$ cat config.mk
export PLATFORM = sky130hd
export DESIGN_NAME = fifo_wr_arbiter
export DESIGN_NICKNAME = d
export VERILOG_FILES = /design/src/rtl/fifo_wr_arbiter_pkg.sv /design/src/rtl/fifo_wr_arbiter_rr_picker.sv /design/src/rtl/fifo_wr_arbiter.sv
export SDC_FILE = /design/constraint.sdc
export NUM_CORES = 1
export LEC_CHECK = 0
export CAP_MARGIN = 10
export CORE_MARGIN = 4
export CORE_UTILIZATION = 41
export CTS_CLUSTER_DIAMETER = 100
export DETAILED_ROUTE_END_ITERATION = 8
export GPL_TIMING_DRIVEN = 0
export PLACE_DENSITY = 0.81
export SKIP_LAST_GASP = 1
export SYNTH_ARGS = -nofsm -noshare
export SYNTH_HDL_FRONTEND = slang
export SYNTH_HIERARCHICAL = 1
export SYNTH_SLANG_ARGS = --single-unit
$ cat constraint.sdc
create_clock -name clk -period 2.1 [get_ports clk]
set_input_delay 0.42 -clock clk [delete_from_list [all_inputs] [get_ports clk]]
set_output_delay 0.42 -clock clk [all_outputs]
set_load 0.05 [all_outputs]
$ cat src/rtl/fifo_wr_arbiter_pkg.sv
// Shared types and round-robin pointer arithmetic for the FIFO write-port arbiter.
package fifo_arb_pkg;

  typedef enum logic {
    IDLE  = 1'b0,
    BURST = 1'b1
  } arb_state_e;

  localparam int DEF_NUM_REQ = 4;
  localparam int ID_W        = $clog2(DEF_NUM_REQ);

  // (base + inc) mod n for base, inc < n, without a divider
  function automatic int unsigned rr_wrap(input int unsigned base,
                                          input int unsigned inc,
                                          input int unsigned n);
    int unsigned s;
    s = base + inc;
    if (s >= n) s = s - n;
    return s;
  endfunction

  function automatic int unsigned rr_next(input int unsigned ptr, input int unsigned n);
    return rr_wrap(ptr, 1, n);
  endfunction

endpackage

$ cat src/rtl/fifo_wr_arbiter_rr_picker.sv
// Combinational round-robin picker: first set request at or after start_i, with wrap.
// Zero latency; any_o low means winner_o is don't-care.
module rr_picker
  import fifo_arb_pkg::*;
#(
  parameter int N  = DEF_NUM_REQ,
  parameter int IW = ID_W
) (
  input  logic [N-1:0]  req_i,
  input  logic [IW-1:0] start_i,
  output logic [IW-1:0] winner_o,
  output logic          any_o
);

  logic [N-1:0] rot;
  int unsigned  off;

  always_comb begin
    rot = '0;
    for (int i = 0; i < N; i++) begin
      rot[i] = req_i[IW'(rr_wrap(32'(start_i), i, N))];
    end
    // descending scan leaves the lowest set bit of the rotated vector
    off = 0;
    for (int i = N - 1; i >= 0; i--) begin
      if (rot[i]) off = i;
    end
    winner_o = IW'(rr_wrap(32'(start_i), off, N));
    any_o    = |req_i;
  end

endmodule

$ cat src/rtl/fifo_wr_arbiter.sv
// Round-robin, burst-bounded sharing of one FIFO write port; one registered stage to wr_en/data_in.
// Backpressure: req_ready drops whenever the FIFO is full or its last slot is already claimed.
module fifo_wr_arbiter
  import fifo_arb_pkg::*;
#(
  parameter int FIFO_WIDTH = 16,
  parameter int NUM_REQ    = DEF_NUM_REQ,
  parameter int BURST_MAX  = 4
) (
  input  logic                            clk,
  input  logic                            rst_n,
  input  logic [NUM_REQ-1:0]              req_valid,
  input  logic [NUM_REQ*FIFO_WIDTH-1:0]   req_data,
  output logic [NUM_REQ-1:0]              req_ready,
  output logic                            wr_en,
  output logic [FIFO_WIDTH-1:0]           data_in,
  input  logic                            full,
  input  logic                            almostfull,
  input  logic                            wr_ack,
  input  logic                            overflow,
  output logic                            grant_valid,
  output logic [$clog2(NUM_REQ)-1:0]      grant_id,
  output logic [7:0]                      ovf_cnt,
  output logic                            ack_err
);

  localparam int IDW = $clog2(NUM_REQ);
  localparam int BCW = $clog2(BURST_MAX + 1);

  arb_state_e            state_q, state_d;
  logic [IDW-1:0]        owner_q, owner_d, rr_ptr_q, rr_ptr_d, winner;
  logic [BCW-1:0]        burst_cnt_q, burst_cnt_d;
  logic                  wr_en_q, wr_en_d, wr_en_dly_q;
  logic [FIFO_WIDTH-1:0] data_q, data_d;
  logic [7:0]            ovf_cnt_q;
  logic                  ack_err_q;
  logic                  any_req, can_wr, own_vld, accept, last_beat;
  logic [FIFO_WIDTH-1:0] req_beat [NUM_REQ];

  rr_picker #(.N(NUM_REQ), .IW(IDW)) u_pick (
    .req_i    (req_valid),
    .start_i  (rr_ptr_q),
    .winner_o (winner),
    .any_o    (any_req)
  );

  always_comb begin
    for (int i = 0; i < NUM_REQ; i++) begin
      req_beat[i] = req_data[i*FIFO_WIDTH +: FIFO_WIDTH];
    end
  end

  // a pending registered write may consume the last slot before almostfull/full catch up
  assign can_wr    = !full && !(almostfull && wr_en_q);
  assign own_vld   = req_valid[owner_q];
  assign accept    = rst_n && (state_q == BURST) && own_vld && can_wr;
  assign last_beat = (burst_cnt_q == BCW'(BURST_MAX - 1));

  always_comb begin
    req_ready          = '0;
    req_ready[owner_q] = accept;
  end

  always_comb begin
    state_d     = state_q;
    owner_d     = owner_q;
    rr_ptr_d    = rr_ptr_q;
    burst_cnt_d = burst_cnt_q;
    wr_en_d     = accept;
    data_d      = accept ? req_beat[owner_q] : data_q;
    case (state_q)
      IDLE: begin
        if (any_req) begin
          state_d     = BURST;
          owner_d     = winner;
          burst_cnt_d = '0;
        end
      end
      BURST: begin
        if (accept) burst_cnt_d = burst_cnt_q + BCW'(1);
        if ((accept && last_beat) || !own_vld) begin
          state_d  = IDLE;
          rr_ptr_d = IDW'(rr_next(32'(owner_q), NUM_REQ));
        end
      end
      default: state_d = IDLE;
    endcase
  end

  always_ff @(posedge clk) begin
    if (!rst_n) begin
      state_q     <= IDLE;
      owner_q     <= '0;
      rr_ptr_q    <= '0;
      burst_cnt_q <= '0;
      wr_en_q     <= 1'b0;
      data_q      <= '0;
      wr_en_dly_q <= 1'b0;
      ovf_cnt_q   <= '0;
      ack_err_q   <= 1'b0;
    end else begin
      state_q     <= state_d;
      owner_q     <= owner_d;
      rr_ptr_q    <= rr_ptr_d;
      burst_cnt_q <= burst_cnt_d;
      wr_en_q     <= wr_en_d;
      data_q      <= data_d;
      wr_en_dly_q <= wr_en_q;
      if (wr_ack != wr_en_dly_q) ack_err_q <= 1'b1;
      if (overflow && (ovf_cnt_q != 8'hFF)) ovf_cnt_q <= ovf_cnt_q + 8'd1;
    end
  end

  assign wr_en       = wr_en_q;
  assign data_in     = data_q;
  assign grant_valid = (state_q == BURST);
  assign grant_id    = owner_q;
  assign ovf_cnt     = ovf_cnt_q;
  assign ack_err     = ack_err_q;

endmodule
==> results.yml <==
outcome:
  status: "complete, but fails checks"
  violations: "setup timing"
setup_path:
  crit_fanout: 9
  critical_path_class: "in -> out"
  start_kind: "input pin"
  worst_setup_path_end_kind: "output port"
  crit_required_ps: 1680
  arrival_ps: 1690
layout:
  finalNetCount: 414
  drive_gt1_frac: 0.2342
  mostFrequentLayoutCells: "clkdlybuf4s50_1, dfxtp_1, inv_1, mux4_2, nor2_1"
  regArea_sq_um: 706.9
  num-fill-cells: 418
  layout_commonest_cell: "clkdlybuf4s50_1"
  fin_area_sq_um: 3485
  multi_input_area_sq_um: 1314
  area_growth_pct: 60.43
  n_antenna_cell: 0
power:
  peakVddDrop_mv: 0.4242
  p_seq_frac: 0.363
  leakagePower_uw: 0.001333
  net-switching-power_uw: 669.3
  clock_power_share: 0.254
  p_int_uw: 1415
  pwr-share-comb: 0.382
  power_density_nw_per_um2: 598.3
  switching_share: 0.3210
min_path:
  min_path_type: "reg -> reg"
placed_design:
  portBuffers: 105
  place_area_sq_um: 3317
  place.gp.congestion: 0.8922
  dp_hpwl_microns: 5018
sta:
  setup_viol: 4
  tightest_slew_ps: 551.8
  setup_ws_ps: -11.11
  hold_viol_final: 0
  fmax_mhz: 473.7
  fin_crit_sh: 1.005
  period_minus_slack_ps: 2111
  final.setup_skew_ps: 7.839
  final.setup.tns_ps: -20.03
  max-slew-margin-rel: 0.6322
  report.final.slew_viol_count: 0
  rsz0062_at_grt: "yes"
floorplan:
  dieArea_sq_um: 6526
  die_w_microns: 80.79
  rows: 26
  initial_core_util: 0.4253
  io_pins: 107
  dieHeight_microns: 80.79
  core_sq_um: 5107
routing:
  routed_via_density: 5.223
  routed_wl_microns: 6359
  drt_pass1_iterations: 4
  post_drt_wl_per_cell_microns: 15.78
  drtAntennaViolNets: 0
  routed-via-count: 2105
  drc: 0
  drt_iter0_markers: 83
clock_network:
  cts_tree: "done"
  clkSinkCount: 35
  cts_buffer_depth: 2
  cts_made_buffers: 5
  ctsHtreeMaxLevel: 2
  cts.reportedPaths.clkPinSlew_ps: 70
  worstSkewPairLatency_ps: 280
  clock-root-buffer: "clkbuf_8"
logic_synthesis:
  syn_nets: 300
  synth_edf_count: 0
  yosys_warnings: 6
  synth_seq_cells: 35
  async_flop_share: 0
  netlist_area_sq_um: 2172
  ys_seq_area_frac: 0.3226
  syn_avg_cell_area_sq_um: 9.964
  synth_top_flop_cell: "dfxtp_1"
  syn_inst: 218
  ys_types: 45
grt:
  grt_pass1_vias: 2107
  grt_max_degree: 11
  grt_first_pass_wirelength_microns: 10090
  grt_overflow_total: 0
  grtUsageTotal: 0.1988
  antenna_found_initial: 0
run:
  max_cap_violations: 0
## power groups by stage
| stage | logic [uW] | clock network, uW | registers [uW] |
|---|---|---|---|
| CTS | 814 | 541 | 758 |
| global placement | 764 | 0 | 772 |
| global route | 858 | 573 | 765 |
| floorplan | 367 | 0 | 892 |
| finish | 797 | 530 | 758 |
| detailed placement | 783 | 0 | 775 |
## per-stage QoR
step	hold WS [ps]	util	setup slack [ps]	power, uW	cells
after global routing	481.2	0.6823	-45.34	2196	403
after detailed placement	446.1	0.6494	-1052	1558	393
after floorplan	434.7	-	88.95	1260	218
after global placement	442.9	0.6494	-1045	1537	393
final	459.1	0.6823	-11.11	2085	403
after CTS	461.2	0.6854	-66.23	2114	405
## Yosys cell counts, drive strengths merged, types with 3 or more instances
library cell / n / area [sq um]
a21oi: 6 / 30.03
and2: 6 / 37.54
buf: 10 / 80.08
clkbuf: 3 / 12.51
dfxtp: 35 / 700.7
ha: 8 / 100.1
inv: 23 / 86.33
mux2i: 6 / 60.06
mux4: 17 / 382.9
nand2: 10 / 37.54
nand3: 21 / 155.1
nand4: 7 / 50.05
nor2: 14 / 52.55
nor2b: 5 / 31.28
o21ai: 21 / 142.6
xor2: 3 / 26.28
## path summary, 6_finish.rpt
path	from	endpoint	slack [ps]	depth (start not counted)
max reg2reg	grant_id[0]	data_in[12]	310	6
min reg2reg	data_in[11]	data_in[11]	460	2
max	req_valid[0]	req_ready[2]	-10	6
min	data_in[11]	data_in[11]	460	2
## worst max-delay path, stage by stage
cell and delay [ps]:
clkdlybuf4s15_2 260, mux4_2 520, nand4_4 150, inv_6 50
and2_4 140, buf_8 140
## registers in the layout (all words and copies together), names as in the netlist
register,flops
data_in,16
grant_id,2
wr_en,1
burst_cnt_q,3
ack_err,1
wr_en_dly_q,1
rr_ptr_q,2
grant_valid,1
ovf_cnt,8
## cell families (layout without fill, tap and decap cells)
group | Yosys count | in the layout | share of synthesized area
XOR/XNOR | 5 | 5 | 0.02016
adder cells (fa/ha/maj) | 8 | 8 | 0.04608
AND/OR/NAND/NOR | 70 | 70 | 0.1890
flip-flops | 35 | 35 | 0.3226
buffers and inverters | 36 | 151 | 0.08237
multiplexers | 24 | 24 | 0.2108
AO/OA/AOI/OAI | 40 | 40 | 0.1290
## routing by layer
layer / up-vias / global-route usage / part of all wire
met3: 9 / 0.04102 / 0.063
met1: 1010 / 0.2323 / 0.40
met5: - / 0 / 0
met4: 0 / 0.06588 / 0.013
li1: 1013 / - / -
met2: 73 / 0.3618 / 0.52
## layout make-up
class | count | area share
Multi-Input combinational cell | 147 | 0.3770
Timing Repair Buffer | 110 | 0.3196
Sequential cell | 35 | 0.2029
Clock buffer | 8 | 0.02873
Inverter | 23 | 0.02621
Tap cell | 70 | 0.02513
Buffer | 10 | 0.02047
## repair_timing
item	4_1_cts	5_1_grt
cloned	0	0
setup endpoints to repair	4	4
buffers inserted	4	1
hold buffers	0	0
hold endpoints to repair	0	0
pin swaps	5	0
gates resized for setup	53	1
Power figures use the tool's default switching activity.
